File: src/rtl/unified_mem_arbiter.sv
// unified_mem_arbiter
// Shares one single-port synchronous 32-bit memory between instruction fetch
// (IF) and the MEM-stage data port (DM). At most one access is granted per
// cycle. DM has fixed priority, except that IF is forced through after losing
// STARVE_LIMIT consecutive contested cycles. Accepted accesses pass through a
// registered command stage (drives the memory) and a response-tag stage
// (steers mem_rdata back to the owner). Read data therefore returns two cycles
// after acceptance.
//
// Ports:
//   clock, reset          rising-edge clock, synchronous active-high reset
//   if_req/if_addr        fetch request and word address
//   if_flush              cancel fetches already in flight
//   if_ready              fetch accepted this cycle (combinational)
//   if_valid/if_rdata     fetch response
//   dm_rd/dm_wr/dm_addr   data request (write wins if both high)
//   dm_wdata              data write value
//   dm_ready              data access accepted this cycle (combinational)
//   dm_valid/dm_rdata     read data or write acknowledge (data 0)
//   mem_en/mem_we         memory strobe and write enable
//   mem_addr/mem_wdata    memory address and write data
//   mem_rdata             memory read data, valid the cycle after mem_en
module unified_mem_arbiter #(
  parameter int unsigned ADDR_W       = 8,
  parameter int unsigned STARVE_LIMIT = 4
) (
  input  logic              clock,
  input  logic              reset,
  input  logic              if_req,
  input  logic [ADDR_W-1:0] if_addr,
  input  logic              if_flush,
  output logic              if_ready,
  output logic              if_valid,
  output logic [31:0]       if_rdata,
  input  logic              dm_rd,
  input  logic              dm_wr,
  input  logic [ADDR_W-1:0] dm_addr,
  input  logic [31:0]       dm_wdata,
  output logic              dm_ready,
  output logic              dm_valid,
  output logic [31:0]       dm_rdata,
  output logic              mem_en,
  output logic              mem_we,
  output logic [ADDR_W-1:0] mem_addr,
  output logic [31:0]       mem_wdata,
  input  logic [31:0]       mem_rdata
);

  localparam int unsigned DATA_W = 32;
  localparam int unsigned CNT_W  = (STARVE_LIMIT < 1) ? 1 : $clog2(STARVE_LIMIT + 1);

  typedef enum logic {
    OWN_DM = 1'b0,
    OWN_IF = 1'b1
  } own_t;

  logic              dm_req;
  logic              starve_hit;
  logic [CNT_W-1:0]  starve_cnt;

  logic              s1_vld;
  own_t              s1_own;
  logic              s1_we;
  logic [ADDR_W-1:0] s1_addr;
  logic [DATA_W-1:0] s1_wdata;

  logic              s2_vld;
  own_t              s2_own;
  logic              s2_we;

  // Grant: DM wins unless IF has been starved to the limit.
  assign dm_req     = dm_rd | dm_wr;
  assign starve_hit = (STARVE_LIMIT != 0) && (starve_cnt == CNT_W'(STARVE_LIMIT));
  assign dm_ready   = !reset & dm_req & !(if_req & starve_hit);
  assign if_ready   = !reset & if_req & (!dm_req | starve_hit);

  // Consecutive contested cycles lost by IF, saturating at the limit.
  always_ff @(posedge clock) begin
    if (reset) begin
      starve_cnt <= '0;
    end else if (!if_req || if_ready) begin
      starve_cnt <= '0;
    end else if (dm_ready && (starve_cnt != CNT_W'(STARVE_LIMIT))) begin
      starve_cnt <= starve_cnt + CNT_W'(1);
    end
  end

  // Command stage: holds the granted access while it is presented to memory.
  // A new grant is never cancelled by a flush in the same cycle.
  always_ff @(posedge clock) begin
    if (reset) begin
      s1_vld   <= 1'b0;
      s1_own   <= OWN_DM;
      s1_we    <= 1'b0;
      s1_addr  <= '0;
      s1_wdata <= '0;
    end else begin
      s1_vld <= dm_ready | if_ready;
      if (dm_ready) begin
        s1_own   <= OWN_DM;
        s1_we    <= dm_wr;
        s1_addr  <= dm_addr;
        s1_wdata <= dm_wdata;
      end else if (if_ready) begin
        s1_own   <= OWN_IF;
        s1_we    <= 1'b0;
        s1_addr  <= if_addr;
        s1_wdata <= '0;
      end
    end
  end

  // Response tag: a flush drops an IF command so it never reaches this stage.
  always_ff @(posedge clock) begin
    if (reset) begin
      s2_vld <= 1'b0;
      s2_own <= OWN_DM;
      s2_we  <= 1'b0;
    end else begin
      s2_vld <= s1_vld & !(if_flush & (s1_own == OWN_IF));
      s2_own <= s1_own;
      s2_we  <= s1_we;
    end
  end

  assign mem_en    = s1_vld;
  assign mem_we    = s1_vld & s1_we;
  assign mem_addr  = s1_addr;
  assign mem_wdata = s1_wdata;

  // An IF response in its final cycle is suppressed by a concurrent flush.
  assign if_valid = s2_vld & (s2_own == OWN_IF) & !if_flush;
  assign dm_valid = s2_vld & (s2_own == OWN_DM);
  assign if_rdata = mem_rdata;
  assign dm_rdata = s2_we ? '0 : mem_rdata;

endmodule

File: config.mk
export PLATFORM = sky130hd
export DESIGN_NAME = unified_mem_arbiter
export DESIGN_NICKNAME = d
export VERILOG_FILES = /design/src/rtl/unified_mem_arbiter.sv
export SDC_FILE = /design/constraint.sdc
export NUM_CORES = 1
export LEC_CHECK = 0
export BUFFER_PORTS_ARGS = -buffer_cell sky130_fd_sc_hd__buf_2
export CORE_AREA = 5 5 84 86
export DETAILED_ROUTE_END_ITERATION = 10
export DIE_AREA = 0 0 89 91
export GPL_TIMING_DRIVEN = 0
export HOLD_SLACK_MARGIN = 0.08
export PLACE_DENSITY = 0.8
export SETUP_SLACK_MARGIN = 0.2
export SYNTH_ARGS = -nofsm -noshare
export SYNTH_HDL_FRONTEND = slang
export SYNTH_SLANG_ARGS = --single-unit
export TNS_END_PERCENT = 100
File: constraint.sdc
create_clock -name clock -period 2.7 [get_ports clock]
set_clock_uncertainty 0.2 [all_clocks]
set_input_delay 0.135 -clock clock [delete_from_list [all_inputs] [get_ports clock]]
set_output_delay 0.135 -clock clock [all_outputs]
set_load 0.1 [all_outputs]
==> flow_metrics.py <==
metrics = {
    "critical_path": {
        "regToRegEndpoint": "mem_addr[6]",
        "path_class": "flop to flop",
        "arrival_ps": 2290,
        "crit_required_ps": 2750,
        "critPathCaptureType": "flop",
        "timing.rr.start": "starve_cnt[0]",
        "crit_path_max_fanout": 10,
        "reg2regPathDepth": 7,
        "r2r_setup_slack_ps": 460,
        "critical_path.startpoint": "starve_cnt[0]",
        "cp-start-kind": "flop",
    },
    "detailed_routing": {
        "first_pass_iters": 7,
        "routed_wirelength_um": 9898,
        "ant_nets": 0,
        "routed_via_density": 4.895,
        "via_count": 3133,
        "drt_iter0_drc": 104,
        "post_drt_wl_per_cell_um": 15.47,
        "drc_errors": 0,
    },
    "grt": {
        "grt.overflow.total": 0,
        "antenna_found_initial": 3,
        "grt_pass1_vias": 3216,
        "grt_pass1_wl_um": 15220,
        "grt.total_usage_pct": 23.58,
        "grt_max_degree": 16,
    },
    "outcome": {
        "status": "finished clean",
    },
    "sta": {
        "slew-limit-headroom_pct": 58.17,
        "rsz0062_at_grt": "no",
        "fmax_mhz": 446.2,
        "fin_tns_setup_ps": 0,
        "worst_slew_pin_slew_ps": 626.2,
        "fin_crit_sh_pct": 83.01,
        "hold_viol": 0,
        "drv_slew": 0,
        "fin_crit_ps": 2241,
        "setup_viol": 0,
    },
    "yosys": {
        "synth_area_um2": 2595,
        "synthCells": 303,
        "ys_types": 30,
        "ys_seq_area_share_pct": 37.80,
        "syn_nets": 391,
        "netlist.area_leader.share_pct": 37.80,
        "synth_area_leaders": "dfxtp_1 38%, a21oi_2 9.8%, buf_4 9.5%, nor2b_1 8.7%, nand3_1 7.9%",
        "syn_area_per_cell_um2": 8.564,
        "ys_ff_latch": 49,
        "synth_top_cell_by_area": "dfxtp_1",
        "yosysWarnings": 0,
        "synth-async-reset-ratio_pct": 0,
        "synth_edf_count": 0,
        "ys.flop_type": "dfxtp_1",
    },
    "cells_and_area": {
        "seqCellArea_um2": 980.9,
        "drive_gt1_share_pct": 51.61,
        "n_fill_cell": 492,
        "finalInstanceArea_um2": 4317,
        "final_core_util_pct": 69.57,
        "syn_to_final_growth_pct": 66.35,
        "fin_nets": 647,
        "multiInputGateArea_um2": 1206,
    },
    "floorplan": {
        "rows": 29,
        "start_util_pct": 41.82,
        "coreArea_um2": 6205,
        "die_x_um": 89,
        "fp.dieArea_um2": 8099,
        "die_y_um": 91,
        "num_io_pins": 196,
    },
    "clocking": {
        "post_cts_buffers": 0,
        "clk_pin_slew_ps": 100,
        "cts_tree": "yes",
        "numCtsBuffers": 5,
        "clkLatencyLatePin_ps": 300,
        "root_buffer": "clkbuf_8",
        "clock_sinks": 49,
        "htree_levels": 2,
        "clock_path_buffers": 2,
    },
    "power_and_ir_drop": {
        "power.share.sequential_pct": 32.6,
        "powerDensity_nw_per_um2": 559.0,
        "internal_power_w": 0.001217,
        "p_leak_nw": 2.096,
        "p_sw_w": 0.001197,
        "p_comb_share_pct": 49.0,
        "pwr-share-clk_pct": 18.3,
        "swShare_pct": 49.59,
        "vdd.ir_drop.worst_mv": 0.3277,
    },
    "worst_hold_path": {
        "hold_path_end": "starve_cnt[0]",
        "hp-class": "flop to flop",
        "holdPathStages": 1,
        "min-delay-start": "starve_cnt[0]",
    },
    "place": {
        "io_buffers": 193,
        "gp_congestion": 0.7823,
        "dpl.hpwl_um": 7095,
        "placed_area_um2": 3662,
    },
    "job": {
        "maxCapViolCount": 0,
    },
}
## cell usage after synthesis, types with 2 or more instances
cell type / number
dfxtp_1: 49
nand3_1: 41
nor2b_1: 36
buf_4: 33
a21oi_2: 29
o21ai_1: 27
buf_2: 13
o21ai_0: 11
o21bai_1: 10
a31oi_1: 8
nor2_1: 6
a21oi_1: 5
buf_6: 5
clkbuf_1: 5
inv_1: 4
nand2_1: 3
o21ai_2: 3
clkbuf_2: 2
ha_1: 2
## worst max-delay path: stages (launching register included)
cell and delay [ps]:
dfxtp_1 360, inv_1 50, ha_1 230, nand3_1 230, buf_2 290, nand3_1 110, a31oi_1 170, dlygate4sd3_1 560
## layout make-up
class	count	share of cell area (%)
multi-input cells	192	27.94
clock buffers	6	1.681
inverters	4	0.3478
flip-flops and latches	49	22.72
repair buffers	249	35.36
plain buffers	58	9.217
well taps	77	2.232
diodes	3	0.1739
clock inverters	2	0.3188
## worst max-delay path by stage
stage / endpoint / cells past startpoint
floorplan: dm_ready / 5
global placement: dm_ready / 6
detailed placement: dm_ready / 6
CTS: mem_addr[5] / 7
global route: mem_addr[6] / 7
finish: mem_addr[6] / 7
## timing repair
action,CTS,global route
resized for setup,0,0
hold buffers,56,0
endpoints found under the hold margin,47,0
## logic make-up after synthesis
logic type      after synthesis  share of synthesized area [%]
compound gates               96                          24.93
xor+xnor                      1                         0.3376
fa+ha+maj                     2                         0.9642
flops                        49                          37.80
simple gates                 93                          20.06
buf+inv                      62                          15.91
## metrics by stage
step	power [W]	worst slack, ps	hold slack (ps)	instances
after floorplan	0.001713	206.6	37.76	303
after global placement	0.001903	862.4	172.7	573
after detailed placement	0.001912	857.5	173.6	573
after CTS	0.002411	460.2	254.9	637
after global routing	0.002496	311.1	272.0	640
final	0.002413	458.7	246.8	640
## power by group through the flow
stage	registers [W]	clock network [W]	logic [W]
after CTS	0.000786	0.000446	0.00118
after floorplan	0.00107	0	0.000646
after global placement	0.000801	0	0.00110
after detailed placement	0.000803	0	0.00111
after global routing	0.000792	0.000476	0.00123
final	0.000787	0.000443	0.00118
## layer usage
layer | vias to the layer above | wire, um | share of wire [%] | track usage [%]
met1 | 1422 | 3485 | 35 | 24.97
met2 | 160 | 5125 | 52 | 43.69
met5 | - | 0 | 0 | 0
met3 | 23 | 1013 | 10 | 5.882
met4 | 0 | 274 | 2.8 | 8.933
li1 | 1528 | - | - | -
## registers in the layout, summed over array words and instances (netlist names)
| signal | flops |
|---|---|
| starve_cnt | 3 |
| s1_own | 1 |
| mem_en | 1 |
| s2_own | 1 |
| s2_vld | 1 |
| mem_addr | 8 |
| s2_we | 1 |
| s1_we | 1 |
| mem_wdata | 32 |
## layout by cell type, fill, tap and decap left out, types with 3 or more instances in the layout
cell           instances
dlygate4sd3_1         56
o21ai_2                3
a31oi_1                8
diode_2                3
o21bai_1              10
o21ai_0               11
clkbuf_8               5
nor2b_1               36
nand3_1               41
inv_1                  4
buf_6                  5
clkbuf_1               6
dfxtp_1               49
nand2_1                3
nor2_1                 6
a21oi_1                5
buf_4                 33
a21oi_2               29
o21ai_1               27
buf_2                206
Power figures use the tool's default switching activity.
